### src/rtl/mult_div_unit.sv
// Iterative MIPS multiply/divide unit with architectural HI/LO registers.
// Optional macro MDU_EARLY_OUT_EN: multiplies stop once the remaining multiplier is zero.
module mult_div_unit #(
   parameter int WIDTH = 32
) (
   input  logic             clk,
   input  logic             reset,
   input  logic             start_in,
   input  logic [1:0]       op_in,
   input  logic [WIDTH-1:0] opA_in,
   input  logic [WIDTH-1:0] opB_in,
   input  logic             mthi_in,
   input  logic             mtlo_in,
   input  logic [WIDTH-1:0] mt_data_in,
   output logic             busy_out,
   output logic             done_out,
   output logic [WIDTH-1:0] hi_out,
   output logic [WIDTH-1:0] lo_out
);

   typedef enum logic [1:0] {IDLE, RUN, FIX} state_t;

   state_t             state, state_next;
   logic [5:0]         cnt;
   logic               is_div, neg_q, neg_r, b_zero;
   logic [WIDTH-1:0]   a_raw, b_mag;
   logic [2*WIDTH-1:0] acc, mcand;

   logic [WIDTH-1:0]   a_mag_in, b_mag_in;
   logic               last_iter;
   logic [WIDTH:0]     trial, diff;
   logic [2*WIDTH-1:0] prod_fix;
   logic [WIDTH-1:0]   q_fix, r_fix;

   assign a_mag_in = (op_in[0] && opA_in[WIDTH-1]) ? -opA_in : opA_in;
   assign b_mag_in = (op_in[0] && opB_in[WIDTH-1]) ? -opB_in : opB_in;

   // Divide keeps {remainder, quotient} in acc; the trial pulls in the next dividend bit.
   assign trial = acc[2*WIDTH-1:WIDTH-1];
   assign diff  = trial - {1'b0, b_mag};

   assign prod_fix = neg_q ? -acc : acc;
   assign q_fix    = neg_q ? -acc[WIDTH-1:0] : acc[WIDTH-1:0];
   assign r_fix    = neg_r ? -acc[2*WIDTH-1:WIDTH] : acc[2*WIDTH-1:WIDTH];

`ifdef MDU_EARLY_OUT_EN
   assign last_iter = (cnt == 6'(WIDTH-1)) || (!is_div && b_mag[WIDTH-1:1] == '0);
`else
   assign last_iter = (cnt == 6'(WIDTH-1));
`endif

   always_ff @(posedge clk) begin
      if (reset) state <= IDLE;
      else       state <= state_next;
   end

   // NOTE: next_state gets its default first so no path through this block infers a latch.
   always_comb begin
      state_next = state;
      unique case (state)
         IDLE:    if (start_in) state_next = RUN;
         RUN:     if (last_iter) state_next = FIX;
         FIX:     state_next = IDLE;
         default: state_next = IDLE;
      endcase
   end

   // NOTE: sequential state uses non-blocking assignments so every register sees pre-edge values.
   always_ff @(posedge clk) begin
      if (reset) begin
         // NOTE: operand/working registers are deliberately not reset; they are always loaded before use.
         hi_out   <= '0;
         lo_out   <= '0;
         busy_out <= 1'b0;
         done_out <= 1'b0;
         cnt      <= '0;
      end else begin
         busy_out <= (state_next != IDLE);
         done_out <= (state == FIX);
         unique case (state)
            IDLE: begin
               if (start_in) begin
                  cnt    <= '0;
                  is_div <= op_in[1];
                  neg_q  <= op_in[0] & (opA_in[WIDTH-1] ^ opB_in[WIDTH-1]);
                  neg_r  <= op_in[0] & opA_in[WIDTH-1];
                  b_zero <= (opB_in == '0);
                  a_raw  <= opA_in;
                  b_mag  <= b_mag_in;
                  mcand  <= {{WIDTH{1'b0}}, a_mag_in};
                  acc    <= op_in[1] ? {{WIDTH{1'b0}}, a_mag_in} : '0;
               end else begin
                  if (mthi_in) hi_out <= mt_data_in;
                  if (mtlo_in) lo_out <= mt_data_in;
               end
            end
            RUN: begin
               cnt <= cnt + 6'd1;
               if (is_div) begin
                  if (!diff[WIDTH]) acc <= {diff[WIDTH-1:0], acc[WIDTH-2:0], 1'b1};
                  else              acc <= {trial[WIDTH-1:0], acc[WIDTH-2:0], 1'b0};
               end else begin
                  if (b_mag[0]) acc <= acc + mcand;
                  mcand <= mcand << 1;
                  b_mag <= b_mag >> 1;
               end
            end
            FIX: begin
               if (!is_div) begin
                  hi_out <= prod_fix[2*WIDTH-1:WIDTH];
                  lo_out <= prod_fix[WIDTH-1:0];
               end else if (b_zero) begin
                  hi_out <= a_raw;
                  lo_out <= '1;
               end else begin
                  hi_out <= r_fix;
                  lo_out <= q_fix;
               end
            end
            default: ;
         endcase
      end
   end

endmodule

### config.mk
export PLATFORM = sky130hd
export DESIGN_NAME = mult_div_unit
export DESIGN_NICKNAME = d
export VERILOG_FILES = /design/src/rtl/mult_div_unit.sv
export SDC_FILE = /design/constraint.sdc
export NUM_CORES = 1
export LEC_CHECK = 0
export CAP_MARGIN = 20
export CORE_ASPECT_RATIO = 1.4
export CORE_MARGIN = 2
export CORE_UTILIZATION = 45
export DETAILED_ROUTE_END_ITERATION = 10
export PLACE_DENSITY = 0.67
export RECOVER_POWER = 25
export SLEW_MARGIN = 30
export SYNTH_ARGS = -nofsm -noshare
export SYNTH_HDL_FRONTEND = slang
export SYNTH_SLANG_ARGS = --single-unit
### constraint.sdc
create_clock -name clk -period 6.38 [get_ports clk]
set_input_delay 0.957 -clock clk [delete_from_list [all_inputs] [get_ports clk]]
set_output_delay 0.957 -clock clk [all_outputs]
set_load 0.01 [all_outputs]
# After elaboration in Yosys (flattened, before gate mapping)
# Cells that the tools add are included.
# op_classes
n_lt_le_gt_ge,0
n_reduce_logical,13
n_addsub,8
n_bitwise,4
eq_ne,9
shift,0
multipliers,0
muxes,32
n_div,0
# ops
operator,n
$mux W32,15
$mux W64,7
$pmux W64 S2,2
$pmux W32 S2,3
$neg A32 Y32,4
$add A64 B64 Y64,1
$neg A64 Y64,1
$sub A33 B32 Y33,1
$logic_not A32 Y1,1
$pmux W6 S2,1
$ne A2 B2 Y1 const B,5
$reduce_and A3 Y1,3
$reduce_and A4 Y1,2
$add A6 B1 Y6 const B,1
$eq A6 B5 Y1 const B,1
$mux W6,1
$reduce_bool A2 Y1,3
$mux W2,2
$pmux W2 S2,1
$ne A3 B3 Y1 const B,1
$and A1 B1 Y1,2
$eq A2 B1 Y1 const B,1
$eq A2 B2 Y1 const B,1
$logic_and A1 B1 Y1,2
4 further kinds,4
# totals
mem_count,0
rom_bits,0
mem_bits_rw,0
ff_bits,270
out_inout_bits,66
elab_cells,80
latch_bits,0

# Depth between registers and ports, before layout
# depth
word_depth,5
ltp_mapped,15
mapped_depth_nobuf,13

# Worst setup path before layout
# OpenSTA, ideal clock, no wires.
# synth_path
path_type,in2reg
startpoint,input port reset
endpoint,"register b_mag[0], enable pin"
path_slack_ns,0.293
cell_stages,3
n_path_buf,1
t_arrival_ns,5.536
setup_time_ns,0.552
required_time_ns,5.828
cell_sequence,clkbuf_1 -> or3_1 -> nor2_1
# synth_via
elab_chain_len,2
# synth_lines
element,line_no,text
from (decl),7,"input logic reset,"
$not A1 Y1 (no line),--,
$reduce_and A4 Y1 (no line),--,
to (signal assigned),89,b_mag <= b_mag_in;
to (signal assigned),105,b_mag <= b_mag >> 1;
to (decl),26,"logic [WIDTH-1:0] a_raw, b_mag;"
# Every way passes these cells.
# A chain may end at the register's enable or synchronous reset.

# Final worst setup path
# layout_path
startpoint,input port reset
endpoint,"register mcand[14], enable pin"
# layout_via
elab_chain_len,2
# layout_lines
element,line_no,text
$not A1 Y1 (no line),--,
$reduce_and A4 Y1 (no line),--,
to (signal assigned),90,"mcand <= {{WIDTH{1'b0}}, a_mag_in};"
to (signal assigned),104,mcand <= mcand << 1;
to (decl),27,"logic [2*WIDTH-1:0] acc, mcand;"
# Every way passes these cells.

==> results_dict.tcl <==
set metrics [dict create \
    status "complete, but fails checks" \
    violations "capacitance limit, slew limit" \
    synth_top_cell_by_area "edfxtp_1" \
    netlist_instances 2411 \
    worstHoldStart "lo_out[8]" \
    cts_setup_buffers 0 \
    nets 2698 \
    worst_ep_required_time_ns 6.58 \
    hp-class "register to register" \
    ys_seq_area_frac 0.361 \
    synth_compound_area_frac 0.241 \
    start_util 0.455 \
    drive_gt1_frac 0.0497 \
    final_cell_mix "a21oi_1 (261), nand2_1 (255), nor2_1 (206), edfxtp_1 (196), o21ai_0 (191)" \
    htreeDepth 1 \
    maxSlewHeadroom -1.25 \
    num_io_pins 169 \
    whs_endpoint "lo_out[8]" \
    synth-xor-area-share 0.0977 \
    cts_resized 0 \
    yosysWarnings 0 \
    synth-edff-count 196 \
    grt_overflow_total 0 \
    whs_ns 0.444 \
    io_buffers 168 \
    synth-adder-area-share 0.0632 \
    pre_cts_slack_ns 1.83 \
    antenna_found_initial 2 \
    synth_top_family_by_area "compound AO/OA/AOI/OAI gates" \
    grt_pass1_wl_um 112000 \
    routed_wirelength_um 75400 \
    fmaxAchievable_ghz 0.220 \
    r2r_setup_slack_ns 1.98 \
    period_needed_ns 4.55 \
    drtAntennaViolNets 0 \
    grt_max_degree 146 \
    dieArea_um2 47200 \
    synthTopCellsByArea "edfxtp_1 (29%), dfxtp_1 (7.2%), xnor2_1 (6.6%)" \
    skew_ns 0.0130 \
    worstSetupPathType "primary input to register" \
    cts_root_buffer "clkbuf_16" \
    arrival_ns 4.75 \
    worst_slack_ns 1.83 \
    timing.rr.start "acc[31]" \
    yosys.area.top_type_share 0.288 \
    r2r_cells 14 \
    end_kind "register" \
    clockBufferDepth 3 \
    finalPower_mw 5.69 \
    postSynth.asyncResetShare 0 \
    cts_hold_buf 0 \
    rows 92 \
    rr_endpoint "acc[61]" \
    period_share 0.713 \
    avgSynthCellArea_um2 8.48 \
    die_h_um 256 \
    ys_seq_elements 270 \
    cts.sinks 270 \
    via_per_inst 6.32 \
    yosys.area_share.simple 0.172 \
    finalMaxSlewViolations 190 \
    cts_made_buffers 30 \
    worstMarginPinSlew_ns 3.38 \
    drt_iter0_drc 1774 \
    grt_pass1_vias 19000 \
    firstDrtPassIters 6 \
    ys.flop_type "edfxtp_1" \
    vdd_drop_max_uv 219 \
    start_kind "primary input" \
    wl_per_cell_um 24.5 \
    drv_cap 4 \
    synth.distinct_cells 78 \
    synthToLayoutAreaGrowth_pct 15.3 \
    coreArea_um2 44900 \
    path_clk_slew_ns 0.06 \
    die_x_um 184 \
    total_leakage_power_nw 8.75 \
    track_usage 0.312 \
    cp_max_fo 74 \
    setup_viol 0 \
    dp.cells 3024 \
    grt_setup_unrepaired "no" \
    fin_tns_setup_ns 0 \
    synthMuxAreaShare 0.0241 \
    dp_hpwl_um 56600 \
    power_per_cell_area_nw_per_um2 241 \
    cts_tree "yes" \
    drcViolationCount 0 \
    hold_violations 0 \
    stdcell_count 3079 \
    hold_path_depth 2 \
    syn_nets 2616 \
    insertion_delay_ns 0.58 \
    gp_congestion 0.968 \
    vias 19400 \
    syn-cell-area_um2 20400 \
    final_common_cell "a21oi_1" \
]
==> power by group <==
group	total (mW)	switching, mW	internal, mW
logic	1.61	0.971	0.638
registers	2.20	0.173	2.03
clock network	1.87	0.752	1.12
==> state kept, by name, summed over array words and instances, names as in the netlist <==
name	flops
neg_q	1
b_zero	1
a_raw	32
cnt	6
done_out	1
b_mag	32
hi_out	32
neg_r	1
mcand	64
lo_out	32
is_div	1
busy_out	1
acc	64
state	2
==> layer usage <==
metal	up-vias	global-route usage	routed length, µm
met3	265	0.0289	4420
met4	0	0.248	7230
li1	9016	-	-
met5	-	0	0
met1	9278	0.343	26700
met2	886	0.545	37000
==> how the worst max path moves through the flow <==
| stage | startpoint | end | slack, ns |
|---|---|---|---|
| detailed placement | opA_in[3] | mcand[30] | 1.83 |
| global route | reset | a_raw[28] | 1.52 |
| CTS | acc[31] | acc[61] | 2.03 |
| floorplan | reset | b_mag[0] | 0.29 |
| finish | reset | mcand[14] | 1.83 |
| global placement | opA_in[3] | mcand[27] | 1.87 |
==> per-stage QoR <==
stage,util,cell area [µm²]
6_report,0.525,23600
5_1_grt,0.525,23600
3_5_place_dp,0.501,22500
2_1_floorplan,-,20400
3_3_place_gp,0.501,22500
4_1_cts,0.525,23600
==> layout make-up <==
class                           instances  area, µm²
Inverter                               77        289
Sequential cell                       270       7370
Multi-Input combinational cell       1922      12300
Fill cell                            4335      21300
Timing Repair Buffer                  192       1880
Clock buffer                           41        881
Antenna cell                            1       2.50
Clock inverter                         12        171
Tap cell                              564        706
==> cell usage after synthesis (11+ instances only) <==
| library cell | number |
|---|---|
| a211oi_1 | 21 |
| a21o_1 | 44 |
| a21oi_1 | 261 |
| a31oi_1 | 12 |
| and2_1 | 45 |
| clkbuf_1 | 122 |
| dfxtp_1 | 74 |
| edfxtp_1 | 196 |
| ha_1 | 100 |
| inv_1 | 73 |
| mux2i_1 | 38 |
| nand2_1 | 256 |
| nand2b_1 | 17 |
| nand3_1 | 43 |
| nand4_1 | 32 |
| nor2_1 | 210 |
| nor2b_1 | 11 |
| nor3_1 | 38 |
| nor4_1 | 13 |
| o211ai_1 | 33 |
| o21a_1 | 15 |
| o21ai_0 | 191 |
| o21bai_1 | 24 |
| o221ai_1 | 34 |
| o22ai_1 | 35 |
| o31ai_1 | 27 |
| o41ai_1 | 13 |
| or2_2 | 15 |
| or3_1 | 29 |
| or4_1 | 12 |
| xnor2_1 | 153 |
| xor2_1 | 75 |
==> worst max-delay path, stage by stage <==
cell and delay, ns:
buf_2 0.09, clkbuf_1 1.19, or3_1 1.04, nor2_4 0.73, buf_4 0.69
==> logic make-up after synthesis <==
group | Yosys count
muxes | 48
adders and majority gates | 102
buffers and inverters | 219
and+or+nand+nor | 752
AOI/OAI and AO/OA | 792
DFF | 270
xor gates and xnor gates | 228
(Power assumes the default switching activity.)
==> patch, RTL diff (config.mk and constraints unchanged) <==
Register the input `opA_in` before use, cleared by the reset. The logic sees it one clock later. The other inputs are not delayed to match.
--- a/src/rtl/mult_div_unit.sv
+++ b/src/rtl/mult_div_unit.sv
@@ -21,4 +21,14 @@
    typedef enum logic [1:0] {IDLE, RUN, FIX} state_t;
 
+   logic [WIDTH-1:0] opA_q;
+
+   always_ff @(posedge clk) begin
+      if (reset) begin
+         opA_q <= '0;
+      end else begin
+         opA_q <= opA_in;
+      end
+   end
+
    state_t             state, state_next;
    logic [5:0]         cnt;
@@ -33,5 +43,5 @@
    logic [WIDTH-1:0]   q_fix, r_fix;
 
-   assign a_mag_in = (op_in[0] && opA_in[WIDTH-1]) ? -opA_in : opA_in;
+   assign a_mag_in = (op_in[0] && opA_q[WIDTH-1]) ? -opA_q : opA_q;
    assign b_mag_in = (op_in[0] && opB_in[WIDTH-1]) ? -opB_in : opB_in;
 
@@ -83,8 +93,8 @@
                   cnt    <= '0;
                   is_div <= op_in[1];
-                  neg_q  <= op_in[0] & (opA_in[WIDTH-1] ^ opB_in[WIDTH-1]);
-                  neg_r  <= op_in[0] & opA_in[WIDTH-1];
+                  neg_q  <= op_in[0] & (opA_q[WIDTH-1] ^ opB_in[WIDTH-1]);
+                  neg_r  <= op_in[0] & opA_q[WIDTH-1];
                   b_zero <= (opB_in == '0);
-                  a_raw  <= opA_in;
+                  a_raw  <= opA_q;
                   b_mag  <= b_mag_in;
                   mcand  <= {{WIDTH{1'b0}}, a_mag_in};
Check against the original RTL: not settled (the Yosys comparison gave no result); the edit may change what the design does.
==> patch against the original RTL <==
The run still ends with capacitance limit, slew limit left. Setup slack got worse by 0.35 ns. Critical path depth decreased by 1. Sequential cell count increased by 32. Design area increased by 5.1%. Power increased by 7.8%. Wire length increased by 2.6%. Area after synthesis increased by 5.5%. First-iteration DRC count decreased by 5.6%. Largest power group unchanged. Highest routed layer unchanged.
==> patch: results (changes against the original RTL) <==
* Skew final at 0.0209 ns (+0.00787 ns)
* Mux contribution to synthesized area at 1.83% (-0.58 points)
* Reg2Reg Depth at 5 (-9)
* Post-DP HPWL at 58.6 mm (+3.5%)
* Detailed Route Iter0 Violations at 1,674 (-5.6%)
* Compound-cell area share of the yosys netlist at 24.4% (+0.29 points)
* Worst vdd ir at 0.174 mV (-20%)
* Pre-CTS setup slack at 2.13 ns (+0.306 ns)
* Area after DPL at 23,600 µm² (+5.0%)
* Yosys cell types at 85 (+9.0%)
* Lkg Pwr at 0.00921 µW (+5.3%)
* Relative slew slack at -77.6% (+48 points)
* Layout cells sized above 1 at 4.95% (-0.024 points)
* Flop-to-flop setup slack at 1.82 ns (-0.16 ns)
* R2r endpoint: acc[11]
* Internal power at 4120 µW (+8.8%)
* GP Congestion at 1.01 (+4.5%)
* Mapped Cells at 2,493 (+3.4%)
* Routed len/inst at 24.1 µm (-1.6%)
* TritonCTS Buffers at 34 (+13%)
* # diodes at 0 (-1)
* Syn nets at 2,698 (+3.1%)
* Total track usage at 30.5% (-0.68 points)
* WHS at 0.450 ns (+0.00584 ns)
* GR Util met1 at 34.2% (-0.12 points)
* Max_cap viols at 3 (-1)
* Hold Path Class: reg2reg
* GRT met3 Usage at 3.17% (+0.28 points)
* M1 wire length at 27.9 mm (+4.5%)
* Post-Synth XOR/XNOR Area at 8.90% (-0.87 points)
* Met2 Usage GRT at 53.4% (-1.1 points)
* Status: complete, but fails checks
* Initial antenna violation count at 0 (-2)
* Sequential share of the synthesized area at 37.2% (+1.1 points)
* Crit path DAT at 5.12 ns (+0.37 ns)
* Post-Synth Adder-Cell Area at 5.99% (-0.33 points)
* Synth top cells by count: nor2_1 (245), a21oi_1 (238), nand2_1 (207), edfxtp_1 (196), o21ai_0 (186)
* Worst r2r src: state[0]
* Slew Viols, Final at 131 (-31%)
* Failing checks: capacitance limit, slew limit
* Fin nets at 2,768 (+2.6%)
* CTS HTree Levels at 2 (+1)
* WL met3 at 4.93 mm (+12%)
* Via/cell ratio at 6.25 (-1.1%)
* Largest net degree at the start of global routing at 135 (-7.5%)
* Top cells by area, synth: edfxtp_1 (27%), dfxtp_1 (9.8%), ha_1 (5.8%)
* CP Max Fanout at 61 (-18%)
* Number of fillers in the final layout at 4,399 (+1.5%)
* Met2 WL at 38.1 mm (+3.0%)
* First-pass GRT wire length at 117 mm (+3.9%)
* Clk_lat worst skew at 0.54 ns (-0.04 ns)
* Largest regs: acc: 64 flops, mcand: 64 flops
* Number of detailed-route iterations in the first pass at 8 (+2)
* Max incr delay on CP at 1.99 ns (+0.80 ns)
* Fin cells at 3,211 (+4.3%)
patch: changes by cell type after synthesis, sizes merged, moves of 22 or more:
cell | before | now
a211oi | 21 | 59
a21oi | 261 | 239
dfxtp | 74 | 106
nand2 | 256 | 208
nor2 | 210 | 245
nor2b | 11 | 44
patch: kinds of logic (layout without fill, tap and decap cells):
logic type | Yosys count | in the layout
AO/OA/AOI/OAI | 816 | 816
XOR/XNOR | 219 | 219
adder cells (fa/ha/maj) | 102 | 102
buffers and inverters | 229 | 323
flip-flops | 302 | 302
multiplexers | 39 | 39
AND/OR/NAND/NOR | 786 | 786
patch: power by group through the flow:
stage | logic [µW] | registers (µW) | clock network (µW)
finish | 1590 | 2420 | 2110
global placement | 1560 | 2460 | 0
global route | 1730 | 2430 | 2180
CTS | 1580 | 2420 | 2120
floorplan | 1100 | 2370 | 0
detailed placement | 1570 | 2460 | 0
patch: final cells by class:
type                       count  area share [%]
clock buffer                  43            3.78
clock inverter                17           0.909
inverter                      76            1.15
multi-input combinational   1962            51.3
sequential                   302            32.3
tap                          624            3.15
timing repair buffer         187            7.37
patch: tightest hold or removal path, stage by stage (launching register included):
cell and delay [ns]:
dfxtp_1 0.31, nand2_1 0.05, a21oi_1 0.05
patch: stage by stage:
| step | util, % | power [µW] |
|---|---|---|
| 6_report | 52.5 | 6130 |
| 5_1_grt | 52.5 | 6350 |
| 4_1_cts | 52.6 | 6120 |
| 3_5_place_dp | 50.1 | 4030 |
| 3_3_place_gp | 50.1 | 4010 |
| 2_1_floorplan | - | 3470 |
patch: worst max path at each step:
stage	end	slack (ns)	cells after the start
floorplan	b_mag[0]	0.32	3
global placement	b_mag[29]	2.15	9
detailed placement	b_mag[29]	2.13	9
CTS	acc[56]	2.16	12
global route	a_raw[25]	1.12	4
finish	a_raw[25]	1.48	4
